$ cat src/rtl/adc0809_emu_if.sv
// ADC0809 pin-level handshake bundle between the on-chip controller (master)
// and the converter responder (slave).
interface adc0809_emu_if;
  logic       ale;
  logic       start;
  logic       oe;
  logic [2:0] addr;
  logic       eoc;
  logic [7:0] dout;
  logic       dout_en;

  modport master (output ale, start, oe, addr, input eoc, dout, dout_en);
  modport slave  (input ale, start, oe, addr, output eoc, dout, dout_en);
endinterface

$ cat src/rtl/adc0809_emu.sv
// ADC0809 converter responder: address latch, SAR reset delay, conversion timing,
// EOC handshake and output-enable bus, fed from 8 fabric channel bytes.
module adc0809_emu #(
  parameter int EOC_DELAY   = 8,
  parameter int CONV_CYCLES = 64,
  parameter int CNT_W       = 16
) (
  input  logic              clk,
  input  logic              rst,
  adc0809_emu_if.slave      bus,
  input  logic [63:0]       ch_data_i,
  output logic [CNT_W-1:0]  conv_cnt_o,
  output logic [CNT_W-1:0]  abort_cnt_o,
  output logic              miss_o
);
  localparam int MAXC = (EOC_DELAY > CONV_CYCLES) ? EOC_DELAY : CONV_CYCLES;
  localparam int DW   = $clog2(MAXC + 1);

  typedef enum logic [1:0] {IDLE, SAR_RST, CONV, DONE} state_t;

  // Per pin {delay, stage2, stage1}; index 0=ale, 1=start, 2=oe.
  logic [2:0][2:0] sync_q;
  logic [2:0]      pins, rise, fall;

  assign pins = {bus.oe, bus.start, bus.ale};

  always_ff @(posedge clk or negedge rst) begin
    if (!rst) sync_q <= '0;
    else for (int i = 0; i < 3; i++) sync_q[i] <= {sync_q[i][1:0], pins[i]};
  end

  always_comb begin
    for (int i = 0; i < 3; i++) begin
      rise[i] = sync_q[i][1] & ~sync_q[i][2];
      fall[i] = ~sync_q[i][1] & sync_q[i][2];
    end
  end

  logic oe_q;
  assign oe_q = sync_q[2][1];

  state_t           state_q, state_d;
  logic [DW-1:0]    cnt_q, cnt_d;
  logic             eoc_q, eoc_d;
  logic [7:0]       shadow_q, shadow_d, result_q, result_d;
  logic [2:0]       addr_l_q, addr_l_d;
  logic [CNT_W-1:0] conv_cnt_q, conv_cnt_d, abort_cnt_q, abort_cnt_d;
  logic             miss_q, miss_d, read_q, read_d;

  always_ff @(posedge clk or negedge rst) begin
    if (!rst) begin
      state_q     <= IDLE;
      cnt_q       <= '0;
      eoc_q       <= 1'b1;
      shadow_q    <= '0;
      result_q    <= '0;
      addr_l_q    <= '0;
      conv_cnt_q  <= '0;
      abort_cnt_q <= '0;
      miss_q      <= 1'b0;
      read_q      <= 1'b1;
    end else begin
      state_q     <= state_d;
      cnt_q       <= cnt_d;
      eoc_q       <= eoc_d;
      shadow_q    <= shadow_d;
      result_q    <= result_d;
      addr_l_q    <= addr_l_d;
      conv_cnt_q  <= conv_cnt_d;
      abort_cnt_q <= abort_cnt_d;
      miss_q      <= miss_d;
      read_q      <= read_d;
    end
  end

  always_comb begin
    state_d     = state_q;
    cnt_d       = cnt_q;
    eoc_d       = eoc_q;
    shadow_d    = shadow_q;
    result_d    = result_q;
    addr_l_d    = addr_l_q;
    conv_cnt_d  = conv_cnt_q;
    abort_cnt_d = abort_cnt_q;
    miss_d      = miss_q;
    read_d      = read_q;

    if (rise[0]) addr_l_d = bus.addr;
    if (oe_q)    read_d   = 1'b1;

    unique case (state_q)
      IDLE, DONE: begin
        eoc_d = 1'b1;
        if (rise[1]) begin
          state_d = SAR_RST;
          cnt_d   = DW'(EOC_DELAY);
        end
      end
      SAR_RST: begin
        if (rise[1]) begin
          cnt_d = DW'(EOC_DELAY);
        end else if (fall[1]) begin
          // addr_l_d so a coincident ALE rise selects the new channel
          shadow_d = ch_data_i[{addr_l_d, 3'b000} +: 8];
          cnt_d    = DW'(CONV_CYCLES);
          eoc_d    = 1'b0;
          state_d  = CONV;
        end else if (cnt_q != '0) begin
          cnt_d = cnt_q - DW'(1);
          if (cnt_q == DW'(1)) eoc_d = 1'b0;
        end
      end
      CONV: begin
        eoc_d = 1'b0;
        if (rise[1]) begin
          abort_cnt_d = abort_cnt_q + CNT_W'(1);
          cnt_d       = DW'(EOC_DELAY);
          state_d     = SAR_RST;
        end else if (cnt_q <= DW'(1)) begin
          // Completion wins over a same-cycle OE so the new result counts as unread
          result_d   = shadow_q;
          eoc_d      = 1'b1;
          conv_cnt_d = conv_cnt_q + CNT_W'(1);
          if (!read_q) miss_d = 1'b1;
          read_d     = 1'b0;
          state_d    = DONE;
        end else begin
          cnt_d = cnt_q - DW'(1);
        end
      end
      default: state_d = IDLE;
    endcase
  end

  assign bus.eoc     = eoc_q;
  assign bus.dout    = oe_q ? result_q : 8'h00;
  assign bus.dout_en = oe_q;
  assign conv_cnt_o  = conv_cnt_q;
  assign abort_cnt_o = abort_cnt_q;
  assign miss_o      = miss_q;
endmodule

$ cat src/flat_wrapper.sv
// flat-port wrapper written by rule: the top's interface ports become plain ports
module adc0809_emu_flat 
#(
  parameter int EOC_DELAY   = 8,
  parameter int CONV_CYCLES = 64,
  parameter int CNT_W       = 16
)
  (clk, rst, ch_data_i, conv_cnt_o, abort_cnt_o, miss_o, bus_ale, bus_start, bus_oe, bus_addr, bus_eoc, bus_dout, bus_dout_en);
  adc0809_emu_if bus_i ();
  input  logic clk;
  input  logic rst;
  input  logic [63:0] ch_data_i;
  output logic [CNT_W-1:0] conv_cnt_o;
  output logic [CNT_W-1:0] abort_cnt_o;
  output logic miss_o;
  input wire logic [$bits(bus_i.ale)-1:0] bus_ale;
  input wire logic [$bits(bus_i.start)-1:0] bus_start;
  input wire logic [$bits(bus_i.oe)-1:0] bus_oe;
  input wire logic [$bits(bus_i.addr)-1:0] bus_addr;
  output wire logic [$bits(bus_i.eoc)-1:0] bus_eoc;
  output wire logic [$bits(bus_i.dout)-1:0] bus_dout;
  output wire logic [$bits(bus_i.dout_en)-1:0] bus_dout_en;
  assign bus_i.ale = bus_ale;
  assign bus_i.start = bus_start;
  assign bus_i.oe = bus_oe;
  assign bus_i.addr = bus_addr;
  assign bus_eoc = bus_i.eoc;
  assign bus_dout = bus_i.dout;
  assign bus_dout_en = bus_i.dout_en;
  adc0809_emu #(.EOC_DELAY(EOC_DELAY), .CONV_CYCLES(CONV_CYCLES), .CNT_W(CNT_W)) u_core (.clk(clk), .rst(rst), .bus(bus_i), .ch_data_i(ch_data_i), .conv_cnt_o(conv_cnt_o), .abort_cnt_o(abort_cnt_o), .miss_o(miss_o));
endmodule
$ cat config.mk
export PLATFORM = sky130hd
export DESIGN_NAME = adc0809_emu_flat
export DESIGN_NICKNAME = d
export VERILOG_FILES = /design/src/rtl/adc0809_emu_if.sv /design/src/rtl/adc0809_emu.sv /design/src/flat_wrapper.sv
export SDC_FILE = /design/constraint.sdc
export NUM_CORES = 1
export LEC_CHECK = 0
export BUFFER_PORTS_ARGS = -buffer_cell sky130_fd_sc_hd__buf_2
export CORE_ASPECT_RATIO = 1.25
export CORE_MARGIN = 3
export CORE_UTILIZATION = 47
export CTS_CLUSTER_SIZE = 30
export DETAILED_ROUTE_END_ITERATION = 10
export HOLD_SLACK_MARGIN = 0.15
export PLACE_DENSITY = 0.84
export SYNTH_ARGS = -nofsm -noshare
export SYNTH_HDL_FRONTEND = slang
export SYNTH_SLANG_ARGS = --single-unit
$ cat constraint.sdc
create_clock -name clk -period 1.88 [get_ports clk]
set_input_delay 0.376 -clock clk [delete_from_list [all_inputs] [get_ports clk]]
set_output_delay 0.376 -clock clk [all_outputs]
set_load 0.1 [all_outputs]
==> summary.txt <==
Antenna cell count -> 0
Leakage -> 0.00249 uW
Post-detail-place hpwl -> 6.81 mm
Worst r2r src -> u_core.sync_q[2]
Startpoint Class -> flip-flop
Primary FF master, synth -> dfrtp_1
TritonRoute pass-1 iters -> 5
First-pass GRT wire length -> 14.4 mm
Setup TNS -> 0 ps
Clock sinks -> 71
Syn Area/Cell -> 10.0 sq um
Vias -> 3268
Setup CP Type -> flip-flop to flip-flop
Nets -> 597
Total grt overflow -> 0
Worst slew margin -> 66.4%
Most common cell after layout, fill and taps aside -> buf_2
CTS buffer count -> 9
Most frequent cells in the layout -> 114 x buf_2, 59 x nand2_1, 50 x dfrtp_1, 27 x mux2i_1, 24 x buf_4
Starting density of the core -> 49.6%
Fill cells -> 605
H-tree depth -> 3
Synth async-reset ratio -> 100%
Compound-cell area share of the yosys netlist -> 12.1%
Clock Latency Late Sink -> 350 ps
Register area share after synthesis -> 47.3%
Status -> finished, final reports clean
Setup-failing EPs final -> 0
Final min period -> 1840 ps
Yosys warns -> 0
M1 wire length -> 3.60 mm
Mapped Area -> 0.00376 sq mm
Final instance area -> 0.00505 sq mm
Synth Area in Adders -> 3.00%
Largest family of logic cells by synthesized area -> simple AND/OR/NAND/NOR gates
Largest net degree at the start of global routing -> 72
Clock Path Buffers -> 2
Root buf cell -> clkbuf_8
Initial antenna violation count -> 0
Mean number of vias per cell -> 5.33
Hold path start -> u_core.sync_q[6]
Post-synthesis mux area share -> 8.42%
WL/cell -> 14.9 microns
Number of global-route vias before repair -> 3207
Chip height -> 106 microns
Antenna Nets Post-Route -> 0
Critical Path Source -> u_core.sync_q[2]
Fin crit share -> 97.7%
Pwr per Cell Area -> 1280 mW/mm^2
Ports -> 115
Flops & latches, synth -> 71
WL final -> 9.15 mm
RSZ-0062 raised after global routing -> yes
DR top layer -> met4
DR WL met3 -> 509 microns
Routed wl met2 -> 4.78 mm
Initial DRC Count -> 102
Final hold vios -> 0
Residual DRC count -> 0
Area share of and/or/nand/nor cells after synthesis -> 18.0%
Peak VDD IR -> 0.00154 V
Post-synth EDFFs -> 0
Die W -> 86.0 microns
Critical path arrival -> 2060 ps
Die area -> 0.00911 sq mm
Post-place instance area -> 0.00462 sq mm
Core area -> 0.00758 sq mm
Pwr Total -> 6480 uW
Yosys cell types -> 47
CP required -> 2100 ps
Total GRT Usage -> 19.7%
Clk slew on worst S/H paths -> 80 ps
Crit path capture type -> flip-flop
Syn Nets -> 456
XOR/XNOR share of the synthesized area -> 7.22%
Max Cap Viol -> 0
Cell count after synthesis -> 375
CP max FO -> 31
Layout cell share with drive strength beyond 1 -> 42.4%
Gpl congestion -> 0.858
Site Rows -> 35
Port Buffers -> 114
Max-slew violation count -> 0
Final Skew -> 12.6 ps
CTS tree -> done
Synth-to-layout area growth -> 34.5%
Worst slew pin tran -> 508 ps
HP Class -> flip-flop to flip-flop
F_max -> 0.544 GHz
final cells by class:
| class | instances | area, sq um | share of cell area (%) |
|---|---|---|---|
| multi-input combinational | 269 | 2000 | 39.5 |
| sequential | 71 | 1800 | 35.7 |
| inverter | 19 | 76.3 | 1.51 |
| clock buffer | 9 | 124 | 2.45 |
| clock inverter | 7 | 72.6 | 1.44 |
| tap | 92 | 115 | 2.28 |
| timing repair buffer | 146 | 867 | 17.2 |
cells by family after synthesis:
| family | Yosys count |
|---|---|
| multiplexers | 31 |
| flip-flops | 71 |
| buffers and inverters | 35 |
| adder cells (fa/ha/maj) | 9 |
| AND/OR/NAND/NOR | 139 |
| XOR/XNOR | 31 |
| AO/OA/AOI/OAI | 59 |
sequential cells by signal, indices dropped and copies added (netlist names), 2 cells and up:
name,cells
u_core.cnt_q,7
u_core.state_q,2
u_core.sync_q,7
u_core.result_q,8
u_core.addr_l_q,3
u_core.conv_cnt_o,16
u_core.abort_cnt_o,16
u_core.shadow_q,8
Yosys cell counts, drive strengths merged, types with 3 or more instances:
library cell  number  share of area, %
nor2              23               2.3
nand4              6               1.0
o32ai              3              0.70
nor2b              4              0.67
a21oi              6               1.1
xor2              10               2.3
and2              10               1.7
dfrtp             69                46
inv               19               1.9
clkbuf             8              0.80
nand2             59               5.9
o21ai              9               1.2
nand3             11               1.5
a221o              8               2.1
ha                 9               3.0
nand2b             7               1.2
buf                8               1.2
xnor2             21               4.9
nor3               7               1.2
a211oi            18               3.6
mux2i             29               7.8
a311oi             6               1.4
stage by stage:
| step | worst slack, ps | std cells | util (%) | hold slack, ps |
|---|---|---|---|---|
| 2_1_floorplan | -98.0 | 375 | - | 80.4 |
| 5_1_grt | -30.9 | 613 | 66.7 | 349 |
| 3_5_place_dp | -232 | 590 | 61.0 | 336 |
| 4_1_cts | 0.576 | 610 | 64.8 | 337 |
| 3_3_place_gp | -74.3 | 590 | 61.0 | 331 |
| 6_report | 42.3 | 613 | 66.7 | 342 |
critical path: stages (launching register included):
cell     delay (ps)
dfrtp_1         380
and3b_1         280
a21oi_4          60
inv_6           230
mux2i_1         290
mux2i_1         130
a221o_1         340
what timing repair did:
item                                   in CTS  in global routing
hold buffers                                4                  0
resized for setup                          12                 24
setup buffers                               0                  2
cloned                                      0                  1
pin swaps                                   1                  6
endpoints found under the hold margin      72                  0
setup endpoints to repair                  16                 34
power breakdown:
group | total [uW] | internal, uW | switching [uW] | leakage [uW]
Combinational | 3130 | 1100 | 2040 | 0.00150
Clock | 1200 | 614 | 581 | 0.0000956
Sequential | 2150 | 1900 | 257 | 0.000894
Total | 6480 | 3610 | 2870 | 0.00249
per-layer routing:
metal / GRT usage [%] / up-vias
met5: 0 / -
met1: 22.7 / 1521
met2: 35.2 / 126
met3: 4.03 / 26
li1: - / 1595
met4: 7.69 / 0
path summary, 6_finish.rpt:
| kind | to | slack (ps) | cells past startpoint |
|---|---|---|---|
| max | u_core.shadow_q[1] | 40 | 6 |
| min in group asynchronous | u_core.sync_q[0] | 580 | 3 |
| min reg2reg | u_core.bus.dout_en | 340 | 0 |
| max reg2reg | u_core.shadow_q[1] | 40 | 6 |
| min | u_core.bus.dout_en | 340 | 0 |
| max in group asynchronous | u_core.bus.eoc | 970 | 3 |
No activity file was read; power rests on OpenSTA's default activity.
